--- src/rtl/regfile_wb_sched_if.sv ---
// Writeback scheduler bus: the two lane results, the MD result handshake and
// both register-file write ports. The scheduler takes the slave side.
interface regfile_wb_sched_if;
  logic        lane_a_valid;
  logic [4:0]  lane_a_rd;
  logic [31:0] lane_a_data;
  logic        lane_b_valid;
  logic [4:0]  lane_b_rd;
  logic [31:0] lane_b_data;
  logic        md_valid;
  logic        md_ready;
  logic [4:0]  md_rd;
  logic [31:0] md_data;
  logic        A_ctrl_writeEnable;
  logic [4:0]  A_ctrl_writeReg;
  logic [31:0] A_data_writeReg;
  logic        B_ctrl_writeEnable;
  logic [4:0]  B_ctrl_writeReg;
  logic [31:0] B_data_writeReg;

  modport master (
    output lane_a_valid, lane_a_rd, lane_a_data,
    output lane_b_valid, lane_b_rd, lane_b_data,
    output md_valid, md_rd, md_data,
    input  md_ready,
    input  A_ctrl_writeEnable, A_ctrl_writeReg, A_data_writeReg,
    input  B_ctrl_writeEnable, B_ctrl_writeReg, B_data_writeReg
  );

  modport slave (
    input  lane_a_valid, lane_a_rd, lane_a_data,
    input  lane_b_valid, lane_b_rd, lane_b_data,
    input  md_valid, md_rd, md_data,
    output md_ready,
    output A_ctrl_writeEnable, A_ctrl_writeReg, A_data_writeReg,
    output B_ctrl_writeEnable, B_ctrl_writeReg, B_data_writeReg
  );
endinterface

--- src/rtl/regfile_wb_sched.sv ---
// Writeback scheduler for the dual-issue register file.
// Lane A/B results own write ports A/B; queued multiply/divide results fill
// whichever port is idle. Queued entries whose destination is written by a
// lane in the same cycle are killed, since the lane result is younger.
// Optional feature: define WB_PENDING_EN to add the registered pending_mask
// output (one bit per register with a live queued result).
module regfile_wb_sched #(
  parameter int DEPTH = 4
) (
  input  logic               clock,
  input  logic               ctrl_reset,
  regfile_wb_sched_if.slave  wb
`ifdef WB_PENDING_EN
  ,
  output logic [31:0]        pending_mask
`endif
);

  localparam int AW = $clog2(DEPTH);

  // Queue storage; live bits are only ever set in occupied slots.
  logic [DEPTH-1:0] live_q, live_d, live_sq;
  logic [4:0]       rd_q   [DEPTH];
  logic [31:0]      data_q [DEPTH];
  logic [AW-1:0]    head_q, head_d, tail_q, tail_d;
  logic [AW:0]      count_q, count_d;

  // Registered write-port outputs.
  logic        a_en_q, a_en_d, b_en_q, b_en_d;
  logic [4:0]  a_reg_q, a_reg_d, b_reg_q, b_reg_d;
  logic [31:0] a_dat_q, a_dat_d, b_dat_q, b_dat_d;

  logic a_busy, b_busy, a_wr, b_wr;
  logic not_empty, head_live, pop, issue_a, issue_b, enq, md_hit;

  function automatic logic lane_hit(input logic [4:0] rd, input logic av,
                                    input logic [4:0] ard, input logic bv,
                                    input logic [4:0] brd);
    return (av && rd == ard) || (bv && rd == brd);
  endfunction

  // A lane "claims" its register when valid with a nonzero rd; A yields to B
  // on a shared destination because B is the younger instruction.
  assign a_busy = wb.lane_a_valid && (wb.lane_a_rd != '0);
  assign b_busy = wb.lane_b_valid && (wb.lane_b_rd != '0);
  assign a_wr   = a_busy && !(b_busy && (wb.lane_b_rd == wb.lane_a_rd));
  assign b_wr   = b_busy;

  // Kill any queued result that a lane overwrites this cycle.
  generate
    for (genvar gi = 0; gi < DEPTH; gi++) begin : g_squash
      assign live_sq[gi] = live_q[gi] &&
        !lane_hit(rd_q[gi], a_busy, wb.lane_a_rd, b_busy, wb.lane_b_rd);
    end
  endgenerate

  assign not_empty   = (count_q != '0);
  assign head_live   = live_sq[head_q];
  assign issue_a     = not_empty && head_live && !a_wr;
  assign issue_b     = not_empty && head_live && a_wr && !b_wr;
  // Dead heads are dropped without using a port.
  assign pop         = not_empty && (!head_live || issue_a || issue_b);
  assign wb.md_ready = (count_q != (AW+1)'(DEPTH));
  // rd==0 results complete the handshake but are never stored.
  assign enq         = wb.md_valid && wb.md_ready && (wb.md_rd != '0);
  assign md_hit      = lane_hit(wb.md_rd, a_busy, wb.lane_a_rd, b_busy, wb.lane_b_rd);

  // Next queue state: squash, then retire the head, then append the new entry.
  always_comb begin
    live_d = live_sq;
    if (pop) live_d[head_q] = 1'b0;
    if (enq) live_d[tail_q] = !md_hit;
    head_d  = head_q + AW'(pop);
    tail_d  = tail_q + AW'(enq);
    count_d = count_q + (AW+1)'(enq) - (AW+1)'(pop);
  end

  // Next write-port values; an idle port presents all zeros.
  always_comb begin
    a_en_d  = 1'b0;
    a_reg_d = '0;
    a_dat_d = '0;
    b_en_d  = 1'b0;
    b_reg_d = '0;
    b_dat_d = '0;
    if (a_wr) begin
      a_en_d  = 1'b1;
      a_reg_d = wb.lane_a_rd;
      a_dat_d = wb.lane_a_data;
    end else if (issue_a) begin
      a_en_d  = 1'b1;
      a_reg_d = rd_q[head_q];
      a_dat_d = data_q[head_q];
    end
    if (b_wr) begin
      b_en_d  = 1'b1;
      b_reg_d = wb.lane_b_rd;
      b_dat_d = wb.lane_b_data;
    end else if (issue_b) begin
      b_en_d  = 1'b1;
      b_reg_d = rd_q[head_q];
      b_dat_d = data_q[head_q];
    end
  end

  // Control state and output registers; reset discards all queued entries.
  always_ff @(posedge clock) begin
    if (ctrl_reset) begin
      live_q  <= '0;
      head_q  <= '0;
      tail_q  <= '0;
      count_q <= '0;
      a_en_q  <= 1'b0;
      a_reg_q <= '0;
      a_dat_q <= '0;
      b_en_q  <= 1'b0;
      b_reg_q <= '0;
      b_dat_q <= '0;
    end else begin
      live_q  <= live_d;
      head_q  <= head_d;
      tail_q  <= tail_d;
      count_q <= count_d;
      a_en_q  <= a_en_d;
      a_reg_q <= a_reg_d;
      a_dat_q <= a_dat_d;
      b_en_q  <= b_en_d;
      b_reg_q <= b_reg_d;
      b_dat_q <= b_dat_d;
    end
  end

  // Payload storage needs no reset: the live bits qualify every slot.
  always_ff @(posedge clock) begin
    if (enq) begin
      rd_q[tail_q]   <= wb.md_rd;
      data_q[tail_q] <= wb.md_data;
    end
  end

  assign wb.A_ctrl_writeEnable = a_en_q;
  assign wb.A_ctrl_writeReg    = a_reg_q;
  assign wb.A_data_writeReg    = a_dat_q;
  assign wb.B_ctrl_writeEnable = b_en_q;
  assign wb.B_ctrl_writeReg    = b_reg_q;
  assign wb.B_data_writeReg    = b_dat_q;

`ifdef WB_PENDING_EN
  logic [31:0] pend_q, pend_d;

  // Registers targeted by live entries after this cycle's queue update.
  always_comb begin
    pend_d = '0;
    for (int i = 0; i < DEPTH; i++) begin
      if (live_d[i]) begin
        if (enq && (tail_q == AW'(i))) pend_d[wb.md_rd] = 1'b1;
        else                           pend_d[rd_q[i]] = 1'b1;
      end
    end
  end

  // Pending mask register.
  always_ff @(posedge clock) begin
    if (ctrl_reset) pend_q <= '0;
    else            pend_q <= pend_d;
  end

  assign pending_mask = pend_q;
`endif

endmodule

--- src/flat_wrapper.sv ---
// flat-port wrapper written by rule: the top's interface ports become plain ports
module regfile_wb_sched_flat 
#(
  parameter int DEPTH = 4
)
  (clock, ctrl_reset, wb_lane_a_valid, wb_lane_a_rd, wb_lane_a_data, wb_lane_b_valid, wb_lane_b_rd, wb_lane_b_data, wb_md_valid, wb_md_rd, wb_md_data, wb_md_ready, wb_A_ctrl_writeEnable, wb_A_ctrl_writeReg, wb_A_data_writeReg, wb_B_ctrl_writeEnable, wb_B_ctrl_writeReg, wb_B_data_writeReg);
  regfile_wb_sched_if wb_i ();
  input  logic clock;
  input  logic ctrl_reset;
  input wire logic [$bits(wb_i.lane_a_valid)-1:0] wb_lane_a_valid;
  input wire logic [$bits(wb_i.lane_a_rd)-1:0] wb_lane_a_rd;
  input wire logic [$bits(wb_i.lane_a_data)-1:0] wb_lane_a_data;
  input wire logic [$bits(wb_i.lane_b_valid)-1:0] wb_lane_b_valid;
  input wire logic [$bits(wb_i.lane_b_rd)-1:0] wb_lane_b_rd;
  input wire logic [$bits(wb_i.lane_b_data)-1:0] wb_lane_b_data;
  input wire logic [$bits(wb_i.md_valid)-1:0] wb_md_valid;
  input wire logic [$bits(wb_i.md_rd)-1:0] wb_md_rd;
  input wire logic [$bits(wb_i.md_data)-1:0] wb_md_data;
  output wire logic [$bits(wb_i.md_ready)-1:0] wb_md_ready;
  output wire logic [$bits(wb_i.A_ctrl_writeEnable)-1:0] wb_A_ctrl_writeEnable;
  output wire logic [$bits(wb_i.A_ctrl_writeReg)-1:0] wb_A_ctrl_writeReg;
  output wire logic [$bits(wb_i.A_data_writeReg)-1:0] wb_A_data_writeReg;
  output wire logic [$bits(wb_i.B_ctrl_writeEnable)-1:0] wb_B_ctrl_writeEnable;
  output wire logic [$bits(wb_i.B_ctrl_writeReg)-1:0] wb_B_ctrl_writeReg;
  output wire logic [$bits(wb_i.B_data_writeReg)-1:0] wb_B_data_writeReg;
  assign wb_i.lane_a_valid = wb_lane_a_valid;
  assign wb_i.lane_a_rd = wb_lane_a_rd;
  assign wb_i.lane_a_data = wb_lane_a_data;
  assign wb_i.lane_b_valid = wb_lane_b_valid;
  assign wb_i.lane_b_rd = wb_lane_b_rd;
  assign wb_i.lane_b_data = wb_lane_b_data;
  assign wb_i.md_valid = wb_md_valid;
  assign wb_i.md_rd = wb_md_rd;
  assign wb_i.md_data = wb_md_data;
  assign wb_md_ready = wb_i.md_ready;
  assign wb_A_ctrl_writeEnable = wb_i.A_ctrl_writeEnable;
  assign wb_A_ctrl_writeReg = wb_i.A_ctrl_writeReg;
  assign wb_A_data_writeReg = wb_i.A_data_writeReg;
  assign wb_B_ctrl_writeEnable = wb_i.B_ctrl_writeEnable;
  assign wb_B_ctrl_writeReg = wb_i.B_ctrl_writeReg;
  assign wb_B_data_writeReg = wb_i.B_data_writeReg;
  regfile_wb_sched #(.DEPTH(DEPTH)) u_core (.clock(clock), .ctrl_reset(ctrl_reset), .wb(wb_i));
endmodule
--- config.mk ---
export PLATFORM = sky130hd
export DESIGN_NAME = regfile_wb_sched_flat
export DESIGN_NICKNAME = d
export VERILOG_FILES = /design/src/rtl/regfile_wb_sched_if.sv /design/src/rtl/regfile_wb_sched.sv /design/src/flat_wrapper.sv
export SDC_FILE = /design/constraint.sdc
export NUM_CORES = 1
export LEC_CHECK = 0
export CAP_MARGIN = 20
export CORE_ASPECT_RATIO = 1.2
export CORE_MARGIN = 1.5
export CORE_UTILIZATION = 32
export DETAILED_ROUTE_END_ITERATION = 10
export GPL_TIMING_DRIVEN = 1
export PLACE_DENSITY = 0.63
export SLEW_MARGIN = 20
export SYNTH_ARGS = -nofsm -noshare
export SYNTH_HDL_FRONTEND = slang
export SYNTH_SLANG_ARGS = --single-unit
export TNS_END_PERCENT = 20
--- constraint.sdc ---
create_clock -name clock -period 6 [get_ports clock]
set_clock_uncertainty 0.15 [all_clocks]
set_input_delay 0.6 -clock clock [delete_from_list [all_inputs] [get_ports clock]]
set_output_delay 0.6 -clock clock [all_outputs]
set_load 0.05 [all_outputs]
# ---- Word-level counts from Yosys, hierarchy flattened
# Memory sizes are Yosys's and may differ from the RTL's. A register that Yosys moved wholly into a read port is not among the register bits.
# Cells that the tools add are included.
dict set report word_totals {
  output_inout_bits 77
  word_cells 106
  register_bits 87
  inputBits 116
  ram_bits 148
  memories 2
}
# name words width read_ports rd_ports_with_merged_regs wr line_no
set mem_list {}
lappend mem_list {u_core.data_q 4 32 1 1 1 regfile_wb_sched.sv:24} ;# logic [31:0] data_q [DEPTH];
lappend mem_list {u_core.rd_q 4 5 5 1 1 regfile_wb_sched.sv:23} ;# logic [4:0] rd_q [DEPTH];
dict set report classes {
  eq_ne 12
  n_mux 25
  reduce_logical 47
  order_cmp 4
  bitwise_logic 2
  addsub 4
}
# op count
set op_table {}
lappend op_table {{32-bit 2-to-1 mux} 4}
lappend op_table {{5-bit == test} 11}
lappend op_table {{1-bit logical AND} 27}
lappend op_table {{5-bit 2-to-1 mux} 4}
lappend op_table {{5-bit nonzero test} 3}
lappend op_table {{1-bit logical NOT} 9}
lappend op_table {{1-bit 2-to-1 mux} 9}
lappend op_table {{4-bit 2-to-1 mux} 2}
lappend op_table {{1-bit logical OR} 7}
lappend op_table {{2-bit by 3-bit less-than comparator with 1-bit output, second input constant} 2}
lappend op_table {{2-bit by 1-bit adder with 2-bit output} 2}
lappend op_table {{4-bit bitwise AND} 1}
lappend op_table {{4-bit bitwise mux} 1}
lappend op_table {{1-bit demux with 2-bit select} 2}
lappend op_table {{2-bit by 1-bit >= comparator with 1-bit output, second input constant} 2}
lappend op_table {{2-bit 2-to-1 mux} 2}
lappend op_table {{4-bit inverter} 1}
lappend op_table {{3-bit by 1-bit adder with 3-bit output} 1}
lappend op_table {{3-bit inequality test, second input constant} 1}
lappend op_table {{3-bit nonzero test} 1}
lappend op_table {{3-bit by 1-bit subtractor with 3-bit output} 1}
lappend op_table {{1-bit binary-select mux with 2-bit select} 1}

# ---- Depth between registers and ports, before layout
dict set report logic_depth {
  ltp_word 16
  ltp_mapped 16
  depth_no_buf 12
}

# ---- Least setup slack after synthesis
# No wires, ideal clock.
dict set report synth_path {
  path_kind {reg2reg}
  from {register u_core.count_q[1]}
  to {register u_core.live_q[2]}
  path_slack_ns 1.352
  synth_period_minus_slack_ns 4.648
  stages_incl_launch_ff 7
  required_time_ns 5.731
  setup_time_ns 0.119
  path_buffers 0
  t_arrival_ns 4.379
  path_cell_list {dfxtp_1 inv_1 nand3_1 o211ai_1 nor3b_1 nor2_1 a32o_1}
}
dict set report synth_between {
  elab_cells_between_ends 14
  classes_between {eq/ne: 1; mux: 3; reduce/logical: 10}
}
# item line_no
set synth_lines {}
lappend synth_lines {{start: declaration} regfile_wb_sched.sv:26} ;# logic [AW:0] count_q, count_d;
lappend synth_lines {{start signal: assignment} regfile_wb_sched.sv:123} ;# count_q <= count_d;
lappend synth_lines {{3-bit inequality test} regfile_wb_sched.sv:63} ;# assign wb.md_ready = (count_q != (AW+1)'(DEPTH));
lappend synth_lines {{named net wb_md_ready} flat_wrapper.sv:19} ;# output wire logic [$bits(wb_i.md_ready)-1:0] wb_md_ready;
lappend synth_lines {{1-bit logical AND (2 in a row)} regfile_wb_sched.sv:65} ;# assign enq = wb.md_valid && wb.md_ready && (wb.md_rd != '0);
lappend synth_lines {{4-bit 2-to-1 mux} regfile_wb_sched.sv:72} ;# if (enq) live_d[tail_q] = !md_hit;
lappend synth_lines {{end signal: assignment} regfile_wb_sched.sv:120} ;# live_q <= live_d;
lappend synth_lines {{end: declaration} regfile_wb_sched.sv:22} ;# logic [DEPTH-1:0] live_q, live_d, live_sq;
# The timed path passes the listed nets, and every way through them passes these cells.
# A chain may end at the register's enable or synchronous reset.

# ---- Final worst setup path
dict set report layout_path {
  from {input wb_lane_a_rd[0]}
  to {register u_core.count_q[2]}
}
dict set report layout_between {
  elab_chain_cells 14
  elab_cells_between_ends 38
  classes_between {add/sub: 1; eq/ne: 5; mux: 2; reduce/logical: 30}
}
# item line_no
set layout_lines {}
lappend layout_lines {{start: declaration} flat_wrapper.sv:11} ;# input wire logic [$bits(wb_i.lane_a_rd)-1:0] wb_lane_a_rd;
lappend layout_lines {{5-bit nonzero test} regfile_wb_sched.sv:44} ;# assign a_busy = wb.lane_a_valid && (wb.lane_a_rd != '0);
lappend layout_lines {{1-bit logical AND} regfile_wb_sched.sv:44}
lappend layout_lines {{1-bit logical AND} regfile_wb_sched.sv:39} ;# return (av && rd == ard) || (bv && rd == brd);
lappend layout_lines {{1-bit logical OR} regfile_wb_sched.sv:39}
lappend layout_lines {{1-bit logical NOT} regfile_wb_sched.sv:53} ;# !lane_hit(rd_q[gi], a_busy, wb.lane_a_rd, b_busy, wb.lane_b_rd);
lappend layout_lines {{1-bit logical AND} regfile_wb_sched.sv:52} ;# assign live_sq[gi] = live_q[gi] &&
lappend layout_lines {{1-bit binary-select mux with 2-bit select} regfile_wb_sched.sv:58} ;# assign head_live = live_sq[head_q];
lappend layout_lines {{1-bit 2-to-1 mux (implied by the code)} regfile_wb_sched.sv:58}
lappend layout_lines {{1-bit logical AND} {regfile_wb_sched.sv:59, regfile_wb_sched.sv:60}}
lappend layout_lines {{1-bit logical AND, on equally long branches} {regfile_wb_sched.sv:59, regfile_wb_sched.sv:60}}
lappend layout_lines {{1-bit logical OR or 1-bit logical AND (tied branches)} {regfile_wb_sched.sv:62, regfile_wb_sched.sv:60}}
lappend layout_lines {{1-bit logical OR *} regfile_wb_sched.sv:62} ;# assign pop = not_empty && (!head_live || issue_a || issue_b);
lappend layout_lines {{1-bit logical AND *} regfile_wb_sched.sv:62}
lappend layout_lines {{3-bit by 1-bit subtractor with 3-bit output *} regfile_wb_sched.sv:75} ;# count_d = count_q + (AW+1)'(enq) - (AW+1)'(pop);
# Mark *: on every way between the ends. The rest lies on a longest branch, timed or not. The select of a mux whose other input is x is not followed.

==> flow_summary_export.csv <==
group,metric,value,unit
route,first_iter_violations,500,
yosys,yosys.area.top_type,"edfxtp_1",
placement,io_buffers,192,
power_and_ir_drop,cellLeakagePower,0.004280,µW
clock_tree,cts_setup_buffers,0,
die,core_area,29780,µm²
clock_tree,cts_max_path_buffers,3,
power_and_ir_drop,seqPwrFrac,41.6,%
power_and_ir_drop,p_switching,1548,µW
yosys,syn_area,9759,µm²
route,wirelength,26150,µm
timing,maxSlewViolCount,0,
power_and_ir_drop,total_power,4856,µW
yosys,synth_edf_count,148,
min_path,hp-class,"primary input to register",
route,dr.pass1.iters,5,
power_and_ir_drop,clockPowerShare,31.4,%
placement,hpwl,17010,µm
clock_tree,numCtsBuffers,25,
global_route,antenna_found_initial,0,
placement,place.gp.congestion,0.8645,
critical_path,crit_path_start_kind,"primary input",
clock_tree,hold_buffers,0,
clock_tree,cts.sinks,235,
clock_tree,cts_resized,0,
clock_tree,cts_tree,"yes",
global_route,grtUsageTotal,16.70,%
yosys,netlist.area_leader.share,45.54,%
clock_tree,clkTransAtPathRegs,0.06,ns
clock_tree,insertion_delay,0.52,ns
die,die_w,162.4,µm
critical_path,cp_max_fo,10,
yosys,ys_top_cells_by_count,"edfxtp_1 (148), dfxtp_1 (87), nand2_1 (76), o41ai_1 (47), nand3b_1 (39)",
timing,fin_setup_tns,0,ns
critical_path,cp-end-kind,"register",
die,placementRows,69,
critical_path,critPathSlowestCell,"clkdlybuf4s50_1",
power_and_ir_drop,powerDensity,379.0,nW/µm²
critical_path,crit_type,"primary input to register",
timing,grt_setup_unrepaired,"no",
power_and_ir_drop,p_sw_share,31.89,%
critical_path,slowest_delay,0.63,ns
critical_path,crit_required,6.25,ns
critical_path,cp.arrival,4.35,ns
global_route,grt_max_degree,99,
yosys,syn_inst,662,
yosys,yosysWarnings,0,
power_and_ir_drop,p_int,3308,µW
power_and_ir_drop,peakVddDrop,0.1860,mV
route,ant_nets,0,
yosys,synth_seq_area_share,63.38,%
yosys,synth_top_flop_cell,"edfxtp_1",
status,status,"finished, final reports clean",
placement,place_inst,1193,
finish,fillers,2731,
timing,clock.fmax,244.0,MHz
route,vias,6257,
timing,maxSlewHeadroom,29.53,%
die,die_area,31560,µm²
global_route,grt_overflow,0,
global_route,grt_pass1_vias,6647,
yosys,synth.most_common_cell,"edfxtp_1",
route,wl_per_cell,21.10,µm
clock_tree,htreeDepth,1,
die,pin_count,193,
yosys,async_reset_ff_share,0,%
yosys,synthTopCellsByArea,"edfxtp_1 (46%), dfxtp_1 (18%), mux4_2 (8.8%)",
yosys,avgSynthCellArea,14.74,µm²
timing,timing.final.hold_violations,0,
route,drc,0,
timing,tightest_slew,1.057,ns
run,cap_violations,0,
timing,fin_crit_sh,68.30,%
global_route,grt_pass1_wl,40280,µm
finish,area_growth_syn_to_layout,31.28,%
finish,num_antenna_cells,0,
yosys,yosysUniqueCellTypes,40,
critical_path,cp_cell_sequence,"clkdlybuf4s50_1 > or4_1 > o21a_1 > nand4_1 > nand3_1 > mux4_4 > o21a_1 > ha_1 > inv_1 > ha_1 > fa_1 > xnor2_1 > nor2_1",
power_and_ir_drop,comb_power_share,27.1,%
clock_tree,cts_root_buf,"clkbuf_16",
finish,finalNonFillerCells,1239,
yosys,syn-num-nets,783,
timing,period_needed,4.098,ns
timing,finalSetupViolations,0,
finish,layout.nets,951,
finish,final_layout_size_suffix_gt1_share,14.49,%
die,die_h,194.3,µm
route,vias_per_cell,5.050,
die,initial_utilization,32.77,%
yosys,synth_seq_cells,235,
-- area by class of cell --
type	instances	area (µm²)	area share, %
well taps	390	488.0	3.809
inverters	6	22.52	0.1758
repair buffers	201	1987	15.51
multi-input cells	361	3313	25.86
flip-flops and latches	235	6191	48.32
clock inverters	16	166.4	1.299
clock buffers	30	644.4	5.029
-- stage by stage --
| stage | hold WS (ns) | worst slack (ns) | cell area (µm²) | utilization, % |
|---|---|---|---|---|
| floorplan | 0.3744 | 1.352 | 9759 | - |
| detailed placement | 0.4500 | 1.379 | 12000 | 40.29 |
| global placement | 0.4348 | 1.412 | 12000 | 40.29 |
| global route | 0.3625 | 1.738 | 12810 | 43.02 |
| finish | 0.3498 | 1.902 | 12810 | 43.02 |
| CTS | 0.3280 | 1.915 | 12810 | 43.02 |
-- state kept, by name, summed over array words and instances, names as in the netlist --
register / flops
u_core.data_q: 128
u_core.wb.A_data_writeReg: 32
u_core.wb.B_data_writeReg: 32
u_core.rd_q: 20
u_core.wb.A_ctrl_writeReg: 5
u_core.wb.B_ctrl_writeReg: 5
u_core.live_q: 4
u_core.count_q: 3
u_core.head_q: 2
u_core.tail_q: 2
u_core.wb.A_ctrl_writeEnable: 1
u_core.wb.B_ctrl_writeEnable: 1
-- cell usage in the layout, fill, tap and decap left out, drive strengths merged, types with 9 or more instances in the layout --
cell type | synthesis | routed
nand3 | 9 | 9
mux4 | 38 | 38
xor2 | 31 | 31
xnor2 | 28 | 28
edfxtp | 148 | 148
o41ai | 72 | 72
dfxtp | 87 | 87
nand4 | 9 | 9
buf | 22 | 10
nor3 | 14 | 14
clkdlybuf4s50 | 0 | 191
clkinv | 0 | 9
nand2 | 76 | 76
clkbuf | 38 | 30
nand3b | 39 | 39
-- power by group through the flow --
| stage | Sequential, µW | Clock [µW] | Combinational [µW] |
|---|---|---|---|
| 6_report | 2020 | 1520 | 1310 |
| 5_1_grt | 2050 | 1630 | 1420 |
| 4_1_cts | 2030 | 1570 | 1340 |
| 3_5_place_dp | 2060 | 0 | 1340 |
| 3_3_place_gp | 2060 | 0 | 1340 |
| 2_1_floorplan | 2120 | 0 | 819 |
-- layer usage --
metal,part of all wire [%],vias up,global-route usage [%]
met5,0,-,0
met2,51,208,29.09
met3,6.5,34,3.201
met1,41,3119,21.36
li1,-,2896,-
met4,1.6,0,3.738
-- kinds of logic after synthesis --
kind of cell             count (synthesis)  synth area share [%]
flip-flops                             235                 63.38
AND/OR/NAND/NOR                        170                 9.026
AO/OA/AOI/OAI                           87                 9.500
buffers and inverters                   66                 3.077
XOR/XNOR                                59                 5.295
multiplexers                            40                 9.000
adder cells (fa/ha/maj)                  5                0.7180
-- worst max-delay path: cells and delay by family --
| kind | cells | cell delay, ns |
|---|---|---|
| simple gates | 4 | 0.87 |
| fa+ha+maj | 3 | 0.87 |
| compound gates | 2 | 0.55 |
| buf+inv | 2 | 0.67 |
| mux | 1 | 0.62 |
| xor+xnor | 1 | 0.16 |
-- worst paths after layout --
check / endpoint / startpoint / slack, ns / depth (start not counted)
setup / recovery: u_core.count_q[2] / wb_lane_a_rd[0] / 1.90 / 13
hold / removal: u_core.head_q[1] / ctrl_reset / 0.35 / 2
setup reg to reg: u_core.count_q[2] / u_core.rd_q[0][4] / 2.77 / 12
hold reg to reg: u_core.tail_q[1] / u_core.tail_q[1] / 0.46 / 2
Power figures use the tool's default switching activity.
